`src/rtl/csa8_word_sequencer.sv`:
```
// csa8_word_sequencer
//   Drives an external combinational 8-bit carry-select adder to add two
//   WORDS-byte operands one byte per cycle, least-significant byte first.
//   The carry between bytes is chained in a register.
//
// Ports
//   clk, rst          clock, synchronous active-high reset
//   start             request, accepted only in IDLE
//   op_a, op_b, cin   operands and initial carry, captured on accepted start
//   busy              high while bytes are being added
//   done              one-cycle pulse when result/cout are valid
//   result, cout      registered sum and final carry, held until next start
//   add_a, add_b      byte operands presented to the adder
//   add_cin           carry presented to the adder
//   add_sum, add_cout combinational return from the adder
//
// Optional feature (macro CSA8_SEQ_SUB_EN)
//   Adds input sub. When sub=1 at an accepted start, B is presented inverted
//   and the initial carry is forced to 1, so result = A - B and cout=1 means
//   no borrow. Without the macro the block is addition-only.
module csa8_word_sequencer #(
  parameter int WORDS = 4,
  parameter int CNT_W = 4
) (
  input  logic               clk,
  input  logic               rst,
  input  logic               start,
  input  logic [8*WORDS-1:0] op_a,
  input  logic [8*WORDS-1:0] op_b,
  input  logic               cin,
`ifdef CSA8_SEQ_SUB_EN
  input  logic               sub,
`endif
  output logic               busy,
  output logic               done,
  output logic [8*WORDS-1:0] result,
  output logic               cout,
  output logic [7:0]         add_a,
  output logic [7:0]         add_b,
  output logic               add_cin,
  input  logic [7:0]         add_sum,
  input  logic               add_cout
);

  localparam int OPW = 8 * WORDS;

  localparam logic [1:0] S_IDLE = 2'd0;
  localparam logic [1:0] S_RUN  = 2'd1;
  localparam logic [1:0] S_DONE = 2'd2;

  logic [1:0]       r_state;
  logic [CNT_W-1:0] r_idx;
  logic             r_carry;
  // Operands are shifted right one byte per RUN cycle so the adder inputs
  // always come straight from the low byte of a register.
  logic [OPW-1:0]   r_a;
  logic [OPW-1:0]   r_b;
  logic [OPW-1:0]   r_result;
  logic             r_cout;
  logic             w_last;
  logic             w_start_cin;

`ifdef CSA8_SEQ_SUB_EN
  logic r_sub;
  // Subtraction is A + ~B + 1, so the initial carry is forced high.
  assign w_start_cin = sub ? 1'b1 : cin;
  assign add_b       = r_sub ? ~r_b[7:0] : r_b[7:0];
`else
  assign w_start_cin = cin;
  assign add_b       = r_b[7:0];
`endif

  assign add_a   = r_a[7:0];
  assign add_cin = r_carry;
  assign w_last  = (r_idx == CNT_W'(WORDS - 1));

  assign busy   = (r_state == S_RUN);
  assign done   = (r_state == S_DONE);
  assign result = r_result;
  assign cout   = r_cout;

  always_ff @(posedge clk) begin
    if (rst) begin
      r_state  <= S_IDLE;
      r_idx    <= '0;
      r_carry  <= 1'b0;
      r_a      <= '0;
      r_b      <= '0;
      r_result <= '0;
      r_cout   <= 1'b0;
`ifdef CSA8_SEQ_SUB_EN
      r_sub    <= 1'b0;
`endif
    end else begin
      case (r_state)
        S_IDLE: begin
          if (start) begin
            r_a     <= op_a;
            r_b     <= op_b;
            r_carry <= w_start_cin;
            r_idx   <= '0;
`ifdef CSA8_SEQ_SUB_EN
            r_sub   <= sub;
`endif
            r_state <= S_RUN;
          end
        end
        S_RUN: begin
          // Only the byte at the current index is updated; the others keep
          // whatever they held before this operation.
          for (int k = 0; k < WORDS; k++) begin
            if (r_idx == CNT_W'(k)) r_result[k*8 +: 8] <= add_sum;
          end
          r_carry <= add_cout;
          r_a     <= r_a >> 8;
          r_b     <= r_b >> 8;
          if (w_last) begin
            r_cout  <= add_cout;
            r_state <= S_DONE;
          end else begin
            r_idx <= r_idx + CNT_W'(1);
          end
        end
        S_DONE: begin
          r_state <= S_IDLE;
        end
        default: begin
          r_state <= S_IDLE;
        end
      endcase
    end
  end

endmodule

```
`config.mk`:
```
export PLATFORM = sky130hd
export DESIGN_NAME = csa8_word_sequencer
export DESIGN_NICKNAME = d
export VERILOG_FILES = /design/src/rtl/csa8_word_sequencer.sv
export SDC_FILE = /design/constraint.sdc
export NUM_CORES = 1
export LEC_CHECK = 0
export BUFFER_PORTS_ARGS = -buffer_cell sky130_fd_sc_hd__buf_2
export CAP_MARGIN = 20
export CORE_MARGIN = 2
export CORE_UTILIZATION = 30
export DETAILED_ROUTE_END_ITERATION = 12
export GPL_ROUTABILITY_DRIVEN = 0
export MAX_ROUTING_LAYER = met4
export PLACE_DENSITY = 0.53
export SLEW_MARGIN = 30
export SYNTH_ARGS = -nofsm -noshare
export SYNTH_HDL_FRONTEND = slang
export SYNTH_SLANG_ARGS = --single-unit
```
`constraint.sdc`:
```
create_clock -name clk -period 3.8 [get_ports clk]
set_input_delay 0.76 -clock clk [delete_from_list [all_inputs] [get_ports clk]]
set_output_delay 0.76 -clock clk [all_outputs]
set_load 0.01 [all_outputs]
```
==> metrics.yaml, run 1 <==
status: "finished, final reports clean"
diodes: 0
cp-start-kind: "flip-flop"
clkPwrFrac: 0.404
rsz0062_at_grt: "no"
cp.required_ns: 3.04
vias_per_cell: 4.737
post_cts_buffers: 0
cts-htree-levels: 3
drt_wl_total_mm: 11.23
cts_root_buf: "clkbuf_16"
synth_warnings: 0
hold_buffers: 0
setup-violations-final: 0
p_per_area_nw_per_um2: 463.1
crit_arrival_ns: 1.74
die_h_um: 126.8
slew_headroom: 0.4047
dp.cells: 760
clock_skew_ns: 0.004323
place_ws_ns: 1.463
grt.total_usage: 0.1479
ff2ff_path_depth: 4
fin_cells: 776
cts_sinks: 104
post-dp-hpwl_mm: 7.592
antenna_found_initial: 0
power_frac_comb: 0.123
vias: 3676
swShare: 0.2564
fin_nets: 668
switchingPower_uw: 643.6
syn-num-nets: 579
synth_area_sq_um: 4521
grt_pass1_wl_mm: 18.53
drive_above_1_share: 0.2855
grt_pass1_vias: 3677
num_rows: 44
r2r-start: "r_state[0]"
leakagePower_nw: 2.473
core-area_sq_um: 14640
cp_max_fo: 53
seq_power_share: 0.473
grt_max_degree: 95
area_growth_pct: 19.90
cts_max_path_buffers: 2
r2r-end: "r_a[5]"
layout_min_cycle_time_ns: 2.503
p_int_mw: 1.866
die_w_um: 126.8
fp.dieArea_sq_um: 16070
p_total_mw: 2.510
drtIter0Drc: 153
io_buffer_count: 128
cts_buffers: 9
period_share: 0.6586
final_max_slew_viol_count: 0
hold_violations: 0
synthCells: 498
cap_violations: 0
r2r_slack_ns: 1.87
path_clk_slew_ns: 0.07
fillers: 1529
antenna_left: 0
cts_resized: 0
yosysUniqueCellTypes: 36
ys_seq_area_frac: 0.4606
avgRoutedWirePerCell_um: 14.47
clock.fmax_mhz: 399.6
drtPass1Iterations: 4
grt_overflow_total: 0
ios: 129
syn_area_per_cell_sq_um: 9.077
drc: 0
fin_util: 0.3701
ir_drop_v: 0.0001863
cts_tree: "built"
hp-class: "reg -> reg"
yosys_register_bits: 104
worst_slew_pin_slew_ns: 0.8930
critPathKind: "reg -> out"
initial_utilization: 0.3087
finalSetupTns_ns: 0
final_critical_path_setup_slack_ns: 1.297
crit_end: "busy"
end_kind: "output port"
clk_latency_ns: 0.35
critPathLaunch: "r_state[0]"
[metrics by stage]
stage | instance area (sq um) | hold slack (ns)
3_3_place_gp | 5086 | 0.4596
4_1_cts | 5420 | 0.4771
6_report | 5420 | 0.4761
3_5_place_dp | 5092 | 0.4670
2_1_floorplan | 4521 | 0.4552
5_1_grt | 5420 | 0.4970
[synthesized netlist by cell type (all sizes together)]
cell type | instances | area (sq um)
o21ai | 3 | 15.01
a21oi | 50 | 250.2
nor4b | 1 | 23.77
ha | 4 | 50.05
nand2b | 42 | 262.8
buf | 43 | 310.3
inv | 3 | 13.77
nor4bb | 1 | 10.01
nand4b | 3 | 26.28
or3 | 1 | 6.260
a311oi | 1 | 8.760
a31oi | 1 | 6.260
or4 | 1 | 7.510
nor2b | 1 | 6.260
nor3 | 1 | 5.000
o31ai | 1 | 7.510
nand2 | 54 | 210.2
nor3b | 3 | 27.52
nand3 | 2 | 10.01
a211oi | 48 | 410.4
and2b | 1 | 7.510
dfxtp | 104 | 2082
o21ba | 1 | 10.01
clkbuf | 12 | 45.04
and2 | 1 | 8.760
o21bai | 1 | 11.26
a22oi | 16 | 120.1
nor2 | 66 | 247.7
mux2i | 32 | 320.3
[power groups by stage]
stage	Combinational [mW]	Sequential, mW	Clock, mW
floorplan	0.230	1.21	0
global placement	0.309	1.21	0
detailed placement	0.313	1.21	0
CTS	0.314	1.19	1.05
global route	0.348	1.20	1.09
finish	0.308	1.19	1.01
[sequential cells by signal, summed over array words and instances, names as in the netlist]
register  cells
r_state       2
r_a          32
add_cin       1
cout          1
r_idx         4
result       32
r_b          32
[logic make-up after synthesis]
family,count (synthesis),share of synthesized area
fa+ha+maj,4,0.01107
buf+inv,58,0.08165
mux,32,0.07086
flops,104,0.4606
compound gates,122,0.1857
simple gates,178,0.1901
[cell type report]
| cell class | count | area, sq um | area share |
|---|---|---|---|
| Multi-Input combinational cell | 336 | 2086 | 0.3848 |
| Sequential cell | 104 | 2082 | 0.3841 |
| Timing Repair Buffer | 133 | 680.7 | 0.1256 |
| Tap cell | 184 | 230.2 | 0.04247 |
| Clock buffer | 9 | 225.2 | 0.04155 |
| Clock inverter | 7 | 102.6 | 0.01893 |
| Inverter | 3 | 13.76 | 0.002539 |
[critical path, stage by stage (launching register included)]
cell and delay [ns]:
dfxtp_1 0.55, nand2b_2 0.14, inv_4 0.42, buf_2 0.24
[how the worst min path moves through the flow]
stage / to / slack (ns) / from / cells past startpoint
floorplan: r_a[4] / 0.46 / r_a[12] / 2
global placement: result[25] / 0.46 / result[25] / 2
detailed placement: result[20] / 0.47 / result[20] / 2
CTS: result[29] / 0.48 / result[29] / 2
global route: result[11] / 0.50 / result[11] / 2
finish: result[11] / 0.48 / result[11] / 2
[layer usage]
layer | routed length, um | global-route usage
met3 | 502 | 0.02910
met2 | 4984 | 0.2261
met4 | 164 | 0.05171
met1 | 5574 | 0.1959
met5 | 0 | -
[layout by cell type (no fill, tap or decap), types with 6 or more instances in the layout]
| cell type | n |
|---|---|
| a211oi_1 | 38 |
| a22oi_1 | 16 |
| clkbuf_16 | 9 |
| nor2_1 | 66 |
| a21oi_1 | 50 |
| nand2b_1 | 41 |
| mux2i_1 | 32 |
| buf_2 | 127 |
| dfxtp_1 | 104 |
| buf_4 | 6 |
| a211oi_2 | 10 |
| nand2_1 | 51 |
(Power assumes the default switching activity.)
==> inputs of run 2 (changes only) <==
- ABC_AREA: not set -> 1
- clock period: 3.8 -> 2.35 ns (I/O delays scaled with it)
==> run 2 against run 1 <==
Via count increased by 14%. Sequential cell count unchanged. Clock power increased by 51%. Combinational power increased by 100%. Clock skew increased by 0.0059 ns. Wire length increased by 8.4%. Sequential power increased by 65%. Synthesized area increased by 0.69%. Count of clock-buffer cells in the layout increased by 2. Critical path type unchanged. Critical endpoint unchanged.
==> metrics.yaml, run 2 <==
cts_sinks: 104  # unchanged
synth_area_leaders: "dfxtp_1 (46%), nand2_1 (15%), nor2_1 (14%)"
fp.dieArea_sq_um: 16170  # +0.67%
initial_utilization: 0.3028  # -0.005910
yosysMostFrequentCell: "nand2_1"
ir_drop_v: 0.0003509  # +88%
slowest_delay_ns: 0.42  # -0.13 ns
cts-htree-levels: 3  # unchanged
core-area_sq_um: 15030  # +2.7%
crit_chain: "nand2_4, inv_2, buf_2"
grt_pass1_vias: 3890  # +5.8%
drt_wl_total_mm: 12.17  # +8.4%
p_per_area_nw_per_um2: 752.8  # +63%
yosys-top-cells-count: "nand2_1 (187), nor2_1 (170), dfxtp_1 (104)"
syn-num-nets: 731  # +26%
slew_headroom: 0.6845  # +0.2798
synth_area_sq_um: 4552  # +0.69%
synth_top_cell_area_share: 0.4574  # -0.003165
layout_commonest_cell: "nand2_1"
drtPass1Iterations: 4  # unchanged
clkPwrFrac: 0.373  # -0.031
path_clk_slew_ns: 0.07  # about the same
crit_arrival_ns: 1.61  # -0.13 ns
seq_power_share: 0.476  # +0.003
grt.total_usage: 0.1593  # +0.01142
critPathKind: "reg -> out"
setup-violations-final: 0  # unchanged
end_kind: "output port"
io_buffer_count: 128  # unchanged
crit_slowest_cell: "dfxtp_1"
antenna_found_initial: 2  # +2
vias: 4189  # +14%
hold_buffers: 0  # unchanged
post-dp-hpwl_mm: 8.323  # +9.6%
grt-busiest-layer: "met2"
clock.fmax_mhz: 481.5
yosys_register_bits: 104  # unchanged
synthCells: 650  # +31%
area_growth_pct: 19.96  # about the same
avgRoutedWirePerCell_um: 12.93  # -11%
power_frac_comb: 0.150  # +0.027
die_h_um: 127.2  # +0.34%
syn_area_per_cell_sq_um: 7.003  # -23%
vias_per_cell: 4.452  # -6.0%
yosys.area.top_type: "dfxtp_1"
leakagePower_nw: 2.667  # +7.8%
layout_min_cycle_time_ns: 2.077
grt_max_degree: 66  # -31%
hp-class: "in -> reg"
cts_tree: "built"
period_share: 0.8838
clk_latency_ns: 0.35  # about the same
final_cell_mix: "nand2_1 (187), nor2_1 (170), buf_2 (128)"
cts_buffers: 9  # unchanged
async_flop_share: 0  # unchanged
die_w_um: 127.2  # +0.34%
final_max_slew_viol_count: 0  # unchanged
cts_resized: 0  # unchanged
p_int_mw: 2.979  # +60%
worst_slew_pin_slew_ns: 0.4726  # -0.4204 ns
cp-start-kind: "flip-flop"
fin_nets: 827  # +24%
ys_seq_area_frac: 0.4574  # -0.003165
fin_util: 0.3632  # -0.006917
synth_warnings: 0  # unchanged
place_area_sq_um: 5159  # +1.3%
yosysUniqueCellTypes: 22  # -39%
swShare: 0.2751  # +0.01869
grt_overflow_total: 0  # unchanged
post_cts_buffers: 0  # unchanged
met2_usage: 0.2385  # +0.01238
gr-usage-met1: 0.2094  # +0.01343
hold_violations: 0  # unchanged
num_rows: 45  # +2.3%
cap_violations: 0  # unchanged
synthFlopType: "dfxtp_1"
ios: 129  # unchanged
grt_util_met3: 0.04816  # +0.01906
rsz0062_at_grt: "no"
switchingPower_mw: 1.131  # +76%
cp.required_ns: 1.88  # -1.16 ns
cts_max_path_buffers: 2  # unchanged
status: "finished, final reports clean"
grt_pass1_wl_mm: 19.84  # +7.1%
cp_max_fo: 31  # -42%
drtIter0Drc: 233  # +52%
cts_root_buf: "clkbuf_16"
clock_skew_ns: 0.01018  # +0.005861 ns
drive_above_1_share: 0.2237  # -0.06177
drc: 0  # unchanged
finalSetupTns_ns: 0  # unchanged
antenna_left: 0  # unchanged
synth_edf_count: 0  # unchanged
post-route-cell-area_sq_um: 5460  # +0.74%
## run 2: changes by cell type in the layout (fill, tap and decap cells not counted), sizes merged, moves of 8 or more
cell    delta
a211oi    -48
a21oi     -31
a22oi     -16
inv        +8
mux2i     -32
nand2    +137
nand2b    -42
nand3      +9
nor2     +106
o21ai     +79
## run 2: routing by layer
layer | wire, um | vias to the layer above
met5 | 0 | -
met4 | 78 | 0
met3 | 705 | 6
met2 | 5311 | 104
met1 | 6071 | 1860
li1 | - | 2219
## run 2: final timing paths
| check | endpoint | slack, ns | cells past startpoint | start |
|---|---|---|---|---|
| max | busy | 0.27 | 3 | r_state[0] |
| min reg2reg | r_b[27] | 0.46 | 2 | r_b[27] |
| min | r_b[28] | 0.36 | 3 | op_b[28] |
| max reg2reg | result[20] | 0.58 | 6 | r_state[0] |
## run 2: cells by family after synthesis
logic type | synth area share
AO/OA/AOI/OAI | 0.1110
AND/OR/NAND/NOR | 0.3307
adder cells (fa/ha/maj) | 0.01100
buffers and inverters | 0.08988
flip-flops | 0.4574
## run 2: power by group through the flow
stage / Clock, mW / Combinational (mW) / Sequential [mW]
floorplan: 0 / 0.466 / 1.99
global placement: 0 / 0.628 / 2.00
detailed placement: 0 / 0.626 / 2.00
CTS: 1.59 / 0.629 / 1.96
global route: 1.66 / 0.711 / 1.97
finish: 1.53 / 0.619 / 1.96
## run 2: through the flow
stage                     power (mW)  setup WS [ns]  std cells  hold WS, ns
after floorplan                2.457          1.011        650       0.4331
after global placement         2.626         0.6259        923       0.4518
after detailed placement       2.623         0.5806        923       0.4530
after CTS                      4.172         0.2274        939       0.3483
after global routing           4.341         0.1205        941       0.3594
final                          4.110         0.2730        941       0.3587
## run 2: final cells by class
| type | count | area (sq um) |
|---|---|---|
| Fill cell | 1672 | 9573 |
| Clock buffer | 11 | 242.7 |
| Antenna cell | 2 | 5.005 |
| Sequential cell | 104 | 2082 |
| Inverter | 14 | 55.05 |
| Multi-Input combinational cell | 481 | 2061 |
| Clock inverter | 5 | 53.80 |
| Timing Repair Buffer | 136 | 725.7 |
| Tap cell | 188 | 235.2 |
## run 2: critical path, delay by kind of cell (launching register included)
kind | cells | cell delay [ns]
buffers and inverters | 2 | 0.58
DFF | 1 | 0.42
and+or+nand+nor | 1 | 0.25
==> inputs of run 3 (changes only) <==
- CORE_ASPECT_RATIO: not set -> 1.2
==> run 3 against run 2 <==
Non-clock buffer count increased by 1. Global-route usage decreased by 0.24 points. Die area about the same. Worst hold slack improved by 0.0029 ns. Fmax decreased by 0.36%. Clock skew decreased by 0.0065 ns. Sequential power about the same. Sequential share of layout area decreased by 0.23 points. Clock power about the same. Register-to-register slack about the same. Critical path depth unchanged.
==> metrics.yaml, run 3 (same netlist as run 2, synthesis figures left out) <==
vias: 4223  # +0.81%
drtPass1Iterations: 4  # unchanged
cp_max_fo: 23  # -26%
fin_nets: 828  # +0.12%
cts_buffers: 9  # unchanged
drive_above_1_share: 0.2261  # +0.002362
p_int_mw: 2.966  # -0.44%
hold_violations: 0  # unchanged
critPathKind: "reg -> out"
p_total_mw: 4.144  # +0.83%
drt_wl_total_mm: 12.18  # about the same
layout_commonest_cell: "nand2_1"
antenna_found_initial: 0  # -2
num_rows: 49  # +8.9%
path_clk_slew_ns: 0.07  # about the same
clk_latency_ns: 0.35  # about the same
grt.total_usage: 0.1569  # -0.002361
crit_slowest_cell: "dfxtp_1"
cap_violations: 0  # unchanged
grt_pass1_vias: 3959  # +1.8%
clock_skew_ns: 0.003694  # -0.006490 ns
core-area_sq_um: 14900  # -0.90%
clock.fmax_mhz: 479.8  # -0.36%
rsz0062_at_grt: "no"
initial_utilization: 0.3055  # +0.002746
power_frac_comb: 0.152  # +0.002
cts_max_path_buffers: 2  # unchanged
final_cell_mix: "nand2_1 (187), nor2_1 (170), buf_2 (128)"
cts_tree: "built"
finalSetupTns_ns: 0  # unchanged
worst_slew_pin_slew_ns: 0.4937  # +0.02118 ns
vias_per_cell: 4.413  # -0.87%
area_growth_pct: 20.67
period_share: 0.8870  # +0.003173
grt_overflow_total: 0  # unchanged
swShare: 0.2842  # +0.009127
grt_pass1_wl_mm: 19.44  # -2.1%
crit_arrival_ns: 1.61  # about the same
crit_family: "buffers and inverters"
slowest_delay_ns: 0.42  # about the same
cts_root_buf: "clkbuf_16"
slew_headroom: 0.6704  # -0.01414
ios: 129  # unchanged
holdWs_ns: 0.3615  # +0.002858 ns
die_h_um: 138.9  # +9.2%
clkPwrFrac: 0.377  # +0.004
worst-path-buf-inv: 2  # unchanged
end_kind: "output port"
leakagePower_nw: 2.672  # +0.21%
cts_resized: 0  # unchanged
setup-violations-final: 0  # unchanged
final_max_slew_viol_count: 0  # unchanged
seq_power_share: 0.472  # -0.004
cp.required_ns: 1.88  # about the same
post_cts_buffers: 0  # unchanged
cts_sinks: 104  # unchanged
drc: 0  # unchanged
layout_min_cycle_time_ns: 2.084  # +0.007456 ns
drtIter0Drc: 229  # -1.7%
cp-start-kind: "flip-flop"
die_w_um: 116.4  # -8.4%
avgRoutedWirePerCell_um: 12.72  # -1.6%
hp-class: "in -> reg"
ir_drop_v: 0.0003736  # +6.5%
hold_buffers: 0  # unchanged
io_buffer_count: 128  # unchanged
switchingPower_mw: 1.178  # +4.2%
post-dp-hpwl_mm: 8.329  # about the same
antenna_left: 0  # unchanged
crit_chain: "nand2_4, inv_2, buf_2"
cts-htree-levels: 3  # unchanged
grt_max_degree: 50  # -24%
status: "finished, final reports clean"
p_per_area_nw_per_um2: 754.5  # +0.23%
fp.dieArea_sq_um: 16180  # about the same
## run 3: worst min-delay path: stages
cell     delay, ns
buf_2         0.09
nand2_1       0.05
a21oi_1       0.05
## run 3: layer usage
layer	share of wire	vias up	GRT usage
met1	0.48	1868	0.2048
met5	0	-	-
met4	0.015	0	0.05639
met3	0.060	14	0.03147
li1	-	2216	-
met2	0.45	125	0.2399
## run 3: worst paths after layout
path                                 to  startpoint  slack [ns]  cells after the start
worst min-delay path            r_a[24]    op_a[24]        0.36                      3
worst min register to register  r_b[27]     r_b[27]        0.46                      2
worst max register to register  r_b[12]  r_state[0]        0.59                      7
worst max-delay path               busy  r_state[0]        0.27                      3
## run 3: final cells by class
class                      count  area (sq um)
fill                        1652          9405
sequential                   104          2082
multi-input combinational    481          2061
timing repair buffer         137         733.2
tap                          204         255.2
clock buffer                   9         225.2
clock inverter                 7         78.83
inverter                      14         55.05
antenna                        1         2.502
## run 3: metrics by stage
step / utilization / cell area (sq um) / setup slack, ns / cells
floorplan: - / 4552 / 1.011 / 650
global placement: 0.3481 / 5186 / 0.6426 / 940
detailed placement: 0.3481 / 5186 / 0.5952 / 940
CTS: 0.3685 / 5490 / 0.2433 / 956
global route: 0.3685 / 5490 / 0.1468 / 956
finish: 0.3687 / 5493 / 0.2656 / 957
## run 3: power by group through the flow
stage | Combinational (mW) | Sequential [mW] | Clock [mW]
finish | 0.628 | 1.95 | 1.56
global route | 0.722 | 1.97 | 1.67
CTS | 0.642 | 1.95 | 1.61
detailed placement | 0.641 | 1.99 | 0
global placement | 0.638 | 1.99 | 0
floorplan | 0.466 | 1.99 | 0
